**config.mk**
```make
export PLATFORM = sky130hd
export DESIGN_NAME = seg7_scan_decoder
export DESIGN_NICKNAME = d
export VERILOG_FILES = /design/src/rtl/seg7_scan_decoder_pkg.sv /design/src/rtl/seg7_to_bcd.sv /design/src/rtl/seg7_scan_decoder.sv
export SDC_FILE = /design/constraint.sdc
export NUM_CORES = 1
export LEC_CHECK = 0
export ABC_AREA = 1
export BUFFER_PORTS_ARGS = -buffer_cell sky130_fd_sc_hd__clkbuf_2
export CORE_UTILIZATION = 45
export CTS_CLUSTER_DIAMETER = 60
export CTS_CLUSTER_SIZE = 12
export DETAILED_ROUTE_END_ITERATION = 8
export GPL_TIMING_DRIVEN = 1
export PLACE_DENSITY = 0.66
export SYNTH_ARGS = -nofsm -noshare
export SYNTH_HDL_FRONTEND = slang
export SYNTH_SLANG_ARGS = --single-unit
```
**constraint.sdc**
```tcl
create_clock -name Clock -period 2.1 [get_ports Clock]
set_clock_uncertainty 0.05 [all_clocks]
set_input_delay 0.21 -clock Clock [delete_from_list [all_inputs] [get_ports Clock]]
set_output_delay 0.21 -clock Clock [all_outputs]
set_load 0.005 [all_outputs]
```
**src/rtl/seg7_scan_decoder_pkg.sv**
```systemverilog
// Shared constants for the multiplexed 7-segment bus decoder.
// Segment patterns are active-low and ordered a..g, with a in bit 0 of a [0:6] vector.
package seg7_scan_decoder_pkg;

  localparam int unsigned DIGITS_N          = 4;
  localparam int unsigned STABLE_CYCLES_DEF = 4;

  localparam logic [0:6] SEG_0     = 7'b0000001;
  localparam logic [0:6] SEG_1     = 7'b1001111;
  localparam logic [0:6] SEG_2     = 7'b0010010;
  localparam logic [0:6] SEG_3     = 7'b0000110;
  localparam logic [0:6] SEG_4     = 7'b1001100;
  localparam logic [0:6] SEG_5     = 7'b0100100;
  localparam logic [0:6] SEG_6     = 7'b0100000;
  localparam logic [0:6] SEG_7     = 7'b0001111;
  localparam logic [0:6] SEG_8     = 7'b0000000;
  localparam logic [0:6] SEG_9     = 7'b0001100;
  localparam logic [0:6] SEG_BLANK = 7'b1111111;

  typedef enum logic [1:0] {
    ST_IDLE   = 2'd0,
    ST_SETTLE = 2'd1,
    ST_HELD   = 2'd2
  } state_e;

endpackage

```
**src/rtl/seg7_to_bcd.sv**
```systemverilog
// Combinational decode of one active-low segment pattern to a BCD digit.
// An unrecognised pattern, blank included, gives digit 0 with invalid set.
module seg7_to_bcd
  import seg7_scan_decoder_pkg::*;
(
  input  logic [0:6] seg_i,
  output logic [3:0] digit_o,
  output logic       invalid_o
);

  always_comb begin
    digit_o   = 4'd0;
    invalid_o = 1'b0;
    case (seg_i)
      SEG_0:   digit_o = 4'd0;
      SEG_1:   digit_o = 4'd1;
      SEG_2:   digit_o = 4'd2;
      SEG_3:   digit_o = 4'd3;
      SEG_4:   digit_o = 4'd4;
      SEG_5:   digit_o = 4'd5;
      SEG_6:   digit_o = 4'd6;
      SEG_7:   digit_o = 4'd7;
      SEG_8:   digit_o = 4'd8;
      SEG_9:   digit_o = 4'd9;
      default: invalid_o = 1'b1;
    endcase
  end

endmodule

```
**src/rtl/seg7_scan_decoder.sv**
```systemverilog
// Samples a scanned 4-digit 7-segment bus and publishes a BCD frame once
// every digit has been captured after holding stable for STABLE_CYCLES samples.
module seg7_scan_decoder
  import seg7_scan_decoder_pkg::*;
#(
  parameter int unsigned STABLE_CYCLES = STABLE_CYCLES_DEF
) (
  input  logic        Clock,
  input  logic        Resetn,
  input  logic [3:0]  DIG,
  input  logic [0:6]  SEG,
  output logic [15:0] Value,
  output logic [3:0]  Err,
  output logic        Valid
);

  localparam int unsigned      CNT_W    = $clog2(STABLE_CYCLES);
  localparam logic [CNT_W-1:0] CNT_LAST = CNT_W'(STABLE_CYCLES - 2);

  state_e            state_q;
  logic [3:0]        dig_q, dig_p_q, mask_q;
  logic [0:6]        seg_q, seg_p_q;
  logic [CNT_W-1:0]  cnt_q;
  logic [15:0]       shadow_val_q, value_q;
  logic [3:0]        shadow_err_q, err_q;
  logic              valid_q;

  logic [3:0]        digit;
  logic              invalid;
  logic              one_hot, stable;
  logic [15:0]       cap_val;
  logic [3:0]        cap_err, mask_nxt;

  seg7_to_bcd u_dec (
    .seg_i     (seg_q),
    .digit_o   (digit),
    .invalid_o (invalid)
  );

  // Shadow contents as they will look once the current slot is written.
  always_comb begin
    one_hot  = $onehot(dig_q);
    stable   = (dig_q == dig_p_q) && (seg_q == seg_p_q);
    cap_val  = shadow_val_q;
    cap_err  = shadow_err_q;
    mask_nxt = mask_q | dig_q;
    for (int i = 0; i < DIGITS_N; i++) begin
      if (dig_q[i]) begin
        cap_val[4*i +: 4] = digit;
        cap_err[i]        = invalid;
      end
    end
  end

  always_ff @(posedge Clock) begin
    if (!Resetn) begin
      state_q      <= ST_IDLE;
      dig_q        <= 4'b0000;
      dig_p_q      <= 4'b0000;
      seg_q        <= SEG_BLANK;
      seg_p_q      <= SEG_BLANK;
      cnt_q        <= '0;
      mask_q       <= 4'b0000;
      shadow_val_q <= 16'h0000;
      shadow_err_q <= 4'b0000;
      value_q      <= 16'h0000;
      err_q        <= 4'b0000;
      valid_q      <= 1'b0;
    end else begin
      dig_q   <= DIG;
      seg_q   <= SEG;
      dig_p_q <= dig_q;
      seg_p_q <= seg_q;
      valid_q <= 1'b0;
      case (state_q)
        ST_IDLE: begin
          if (one_hot) begin
            state_q <= ST_SETTLE;
            cnt_q   <= '0;
          end
        end
        ST_SETTLE: begin
          if (!stable) begin
            cnt_q   <= '0;
            state_q <= one_hot ? ST_SETTLE : ST_IDLE;
          end else if (cnt_q == CNT_LAST) begin
            // Counter reaches STABLE_CYCLES-1 on this edge: capture the digit.
            cnt_q        <= cnt_q + CNT_W'(1);
            shadow_val_q <= cap_val;
            shadow_err_q <= cap_err;
            state_q      <= ST_HELD;
            if (mask_nxt == 4'hF) begin
              value_q <= cap_val;
              err_q   <= cap_err;
              valid_q <= 1'b1;
              mask_q  <= 4'b0000;
            end else begin
              mask_q  <= mask_nxt;
            end
          end else begin
            cnt_q <= cnt_q + CNT_W'(1);
          end
        end
        ST_HELD: begin
          if (!stable) begin
            cnt_q   <= '0;
            state_q <= one_hot ? ST_SETTLE : ST_IDLE;
          end
        end
        default: state_q <= ST_IDLE;
      endcase
    end
  end

  assign Value = value_q;
  assign Err   = err_q;
  assign Valid = valid_q;

endmodule

```
Word level (Yosys, flattened, before mapping). Cells that the tools add are included.

Add/sub/neg operators: 4. Equality and inequality tests: 19. Multiplexer cells: 22. Bitwise logic cells: 1. Reductions and logical operators: 10.

Operators with widths (number): $pmux W4 S9 (1); $mux W4 (5); $eq A7 B4 Y1 const B (2); $eq A7 B6 Y1 const B (2); $eq A7 B7 Y1 const B (2); $mux W2 (7); $pmux W2 S3 (2); $reduce_or A10 Y1 (1); $reduce_and A3 Y1 (3); $reduce_and A4 Y1 (2); $eq A7 B1 Y1 const B (1); $eq A7 B3 Y1 const B (1); $eq A7 B5 Y1 const B (1); $eq A7 B7 Y1 (1); $logic_not A7 Y1 (1); $mux W1 (7); $add A1 B1 Y2 (2); $eq A2 B2 Y1 const B (2); $eq A4 B4 Y1 (1); $eq A4 B4 Y1 const B (1); $ne A2 B2 Y1 const B (2); $or A4 B4 Y4 (1); $add A2 B2 Y3 (1); $eq A3 B1 Y1 const B (1); 6 further kinds (6).

Flip-flop bits (word level): 71. Input port bits: 13. Output and inout bits: 21. Word-level logic and storage cells: 68.

Depth between registers and ports, before layout.
Word-level depth: 6. Depth in mapped cells: 12. Gate-level depth less buffers: 11.

Modules after synthesis. From an unflattened synthesis, not the netlist that was laid out.

Cell total of the unflattened synthesis: 459. Area, all modules: 3437.0 µm².

By module, submodules not included: seg7_scan_decoder (instances 1, cells each 413, area each 3194.3 µm²); seg7_to_bcd (instances 1, cells each 46, area each 242.7 µm²).

Least setup slack after synthesis. No wires, ideal clock.

Path kind: flip-flop to flip-flop. From: register dig_q[3]. To: register cnt_q[1]. Setup time: 0.132 ns. Arrival: 2.126 ns. Required time: 1.918 ns. Slack: -0.209 ns. Stages on the path, launching flop included: 13. Period minus slack after synthesis: 2.309 ns. Cell sequence: dfxtp_1 -> buf_2 -> clkinv_1 -> fa_1 -> inv_1 -> ha_1 -> ha_1 -> nor3_1 -> inv_1 -> nand2_1 -> nand3_1 -> nand2_1 -> a21oi_1.

Longest elaborated chain between the ends: 5. Elaborated cells between the ends (all ways): 10. Classes of those cells: add/sub: 2; eq/ne: 4; mux: 2; reduce/logical: 2.

RTL lines: from (decl) (line seg7_scan_decoder.sv:21) `logic [3:0] dig_q, dig_p_q, mask_q;`; from (signal assigned) (line seg7_scan_decoder.sv:58) `dig_q <= 4'b0000;`; from (signal assigned) (line seg7_scan_decoder.sv:70) `dig_q <= DIG;`; $add A1 B1 Y2 (not written as such) (line seg7_scan_decoder.sv:42) `one_hot = $onehot(dig_q);`; $add A2 B2 Y3 (not written as such) (line seg7_scan_decoder.sv:42); $eq A3 B1 Y1 (line seg7_scan_decoder.sv:42); $ne A2 B2 Y1 (no source line); $reduce_and A3 Y1 (no source line); to (signal assigned) (line seg7_scan_decoder.sv:88) `cnt_q <= cnt_q + CNT_W'(1);`; to (signal assigned) (line seg7_scan_decoder.sv:101) `cnt_q <= cnt_q + CNT_W'(1);`; to (decl) (line seg7_scan_decoder.sv:23) `logic [CNT_W-1:0] cnt_q;`.

Several ways; a longest one is shown, not always the timed one. A chain may end at the register's enable or synchronous reset.

Final worst setup path.
From: register dig_q[3]. To: register cnt_q[0].

Same word-level chain as after synthesis.

==> reports/results.txt <==
Status = finished with violations
Number of global-route vias before repair = 2605
Core Footprint = 0.00679 mm²
Warnings from Yosys = 0
Yosys top cell by area = dfxtp_1
Async set or reset register ratio after synthesis = 0%
Root buffer cell = clkbuf_8
Via count = 2845
Final worst path period share = 103%
Global route overflow = 0
IO Port Bufs = 33
FMAX = 463 MHz
Slew @ Worst Pin = 0.629 ns
Synthesized flop and latch total = 71
Number of CTS-inserted buffers = 9
Static Leakage = 1.67 nW
Share of layout cells above drive strength 1 = 20.4%
Clk pin slew, worst setup/hold paths = 0.07 ns
Synth Flop Type = dfxtp_1
Most area-consuming cells after synthesis = dfxtp_1, nand2_1, a21oi_1
Clk Latency, worst-skew pair = 0.34 ns
Dpl cells = 577
FP Rows = 30
DRC = 0
GRT Resource Usage Total = 20.6%
1st-pass router iterations = 4
Count leader, synth = nand2_1
Final Util = 56.3%
Post-DRT Antenna Nets = 0
RSZ-0062 raised after global routing = true
CTS tree = yes
WS Path Type = reg2reg
Diode count = 0
Post-Layout Cell Count = 602
Fraction of post-synthesis cell area in the top cell type by area = 45.1%
Setup WS post-layout = -0.0621 ns
Critical Path AT = 2.34 ns
Fin. max-slew vios = 0
Failing checks = setup timing
Die X = 85.7 µm
Antenna violations before repair = 0
Post-DR vias/cell = 4.73
IO Pins = 34
Drt total wl = 6930 µm
Required @ worst endpoint = 2.28 ns
Nets = 518
Crit Reg-Reg Startpoint = dig_q[3]$_SDFF_PN0_
Worst rel slew slack = 57.8%
Origin of the worst setup path = dig_q[3]$_SDFF_PN0_
Area Overhead vs Synth = 21.3%
Commonest cells post-synth = nand2_1, dfxtp_1, a21oi_1
Detailed Place HPWL = 4730 µm
Critical Path Source Type = register
Pwr per Cell Area = 711 mW/mm²
Worst min path class = in2reg
GP Congestion = 0.840
PnR Total Power = 2.72 mW
Initial core utilization = 46.4%
Peak VDD IR = 321 µV
Reg2Reg Depth = 11
Cells after synthesis = 450
Largest net degree at the start of global routing = 25
Reg2reg end = cnt_q[0]$_SDFFE_PN0P_
Syn Area/Cell = 7.01 µm²
Setup TNS = -0.144 ns
Die H = 85.7 µm
Reg2reg setup slack = -0.06 ns
Clk sinks = 71
Post-synth EDFFs = 0
Clk buf depth = 2
Sequential share of the synthesized area = 45.1%
Mapped cell area = 0.00315 mm²
Tmin final = 2.16 ns
Max_cap viols = 0
DRT iter0 DRCs = 176
Max H-tree Level = 3
Syn nets = 467
Crit path to = cnt_q[0]$_SDFFE_PN0P_
First-pass GRT wire length = 11800 µm
Die area = 0.00735 mm²
Synth cell types = 27
Hold Vio Cnt, Final = 0
CP max FO = 4
Drt wl/cell = 11.5 µm
Final Setup Violations = 3
CP endpoint kind = register
## layout by cell type (no fill, tap or decap), types with 3 or more instances in the layout
master | Yosys | routed
nand2_1 | 183 | 182
dfxtp_1 | 71 | 68
a21oi_1 | 51 | 51
clkbuf_2 | 0 | 33
inv_1 | 32 | 30
nor2_1 | 23 | 23
buf_4 | 4 | 16
nand3_1 | 13 | 11
or2_2 | 10 | 10
o21ai_0 | 10 | 10
clkbuf_8 | 0 | 9
dlygate4sd3_1 | 0 | 8
nand4_1 | 7 | 7
nor2_2 | 6 | 6
xnor2_1 | 6 | 6
inv_2 | 3 | 5
dfxtp_2 | 0 | 3
## cell families after synthesis
kind of cell	Yosys count	share of synthesized area, %
adder cells (fa/ha/maj)	4	1.82
AND/OR/NAND/NOR	249	33.4
XOR/XNOR	6	1.67
AO/OA/AOI/OAI	63	10.1
flip-flops	71	45.1
buffers and inverters	57	7.97
## per-layer routing
layer	share of wire [%]	global-route usage (%)	up-vias
met5	0	0	-
met4	2.0	8.64	0
met2	47	34.1	55
met3	4.1	3.85	13
li1	-	-	1509
met1	47	26.5	1268
## worst max-delay path: stages, from the launching register on
cell	delay, ns
dfxtp_2	0.36
clkinv_4	0.06
fa_1	0.55
inv_2	0.05
ha_4	0.16
ha_4	0.24
nor3_4	0.18
inv_1	0.08
nand2_2	0.11
nand3_2	0.09
nand2_1	0.08
a21oi_1	0.05
## how the worst min path moves through the flow
| stage | depth (start not counted) | end | slack [ns] | from |
|---|---|---|---|---|
| after detailed placement | 3 | dig_q[2]$_SDFF_PN0_ | 0.35 | DIG[2] |
| after global routing | 3 | dig_q[1]$_SDFF_PN0_ | 0.04 | DIG[1] |
| after global placement | 3 | dig_q[2]$_SDFF_PN0_ | 0.34 | DIG[2] |
| after CTS | 3 | dig_q[1]$_SDFF_PN0_ | 0.006 | DIG[1] |
| final | 3 | dig_q[3]$_SDFF_PN0_ | 0.01 | DIG[3] |
| after floorplan | 2 | dig_q[0]$_SDFF_PN0_ | 0.26 | DIG[0] |
## sequential cells by signal, summed over array words and instances, names as in the netlist, 4 cells and up
name and flops:
dig_p_q 4, shadow_err_q 4, seg_q 7, dig_q 4, seg_p_q 7, Err 4, mask_q 4, shadow_val_q 16
Value 16
## report_power, final
part | switching (mW) | internal [mW] | leakage (nW)
registers | 0.0202 | 1.37 | 0.578
logic | 0.152 | 0.102 | 0.999
clock network | 0.526 | 0.550 | 0.0956
total | 0.699 | 2.02 | 1.67
## cell type report
class	instances	area, µm²
inverter	38	150
sequential	71	1430
clock inverter	7	72.6
tap	96	120
clock buffer	9	124
fill	649	2970
multi-input combinational	322	1530
timing repair buffer	59	405
## metrics by stage
stage / worst slack [ns] / cell area, µm² / hold WS (ns)
final: -0.0621 / 3830 / 0.0136
after global routing: -0.172 / 3830 / 0.0381
after global placement: 0.0618 / 3500 / 0.341
after CTS: 0.00778 / 3780 / 0.00559
after detailed placement: 0.00212 / 3500 / 0.347
after floorplan: 0.00134 / 3170 / 0.258
## what timing repair did
item,4_1_cts,5_1_grt
endpoints found under the hold margin,8,0
resized for setup,2,8
buffers inserted,0,1
pin swaps,0,7
setup endpoints to repair,2,4
hold buffers,8,0
No activity file was read; power rests on OpenSTA's default activity.
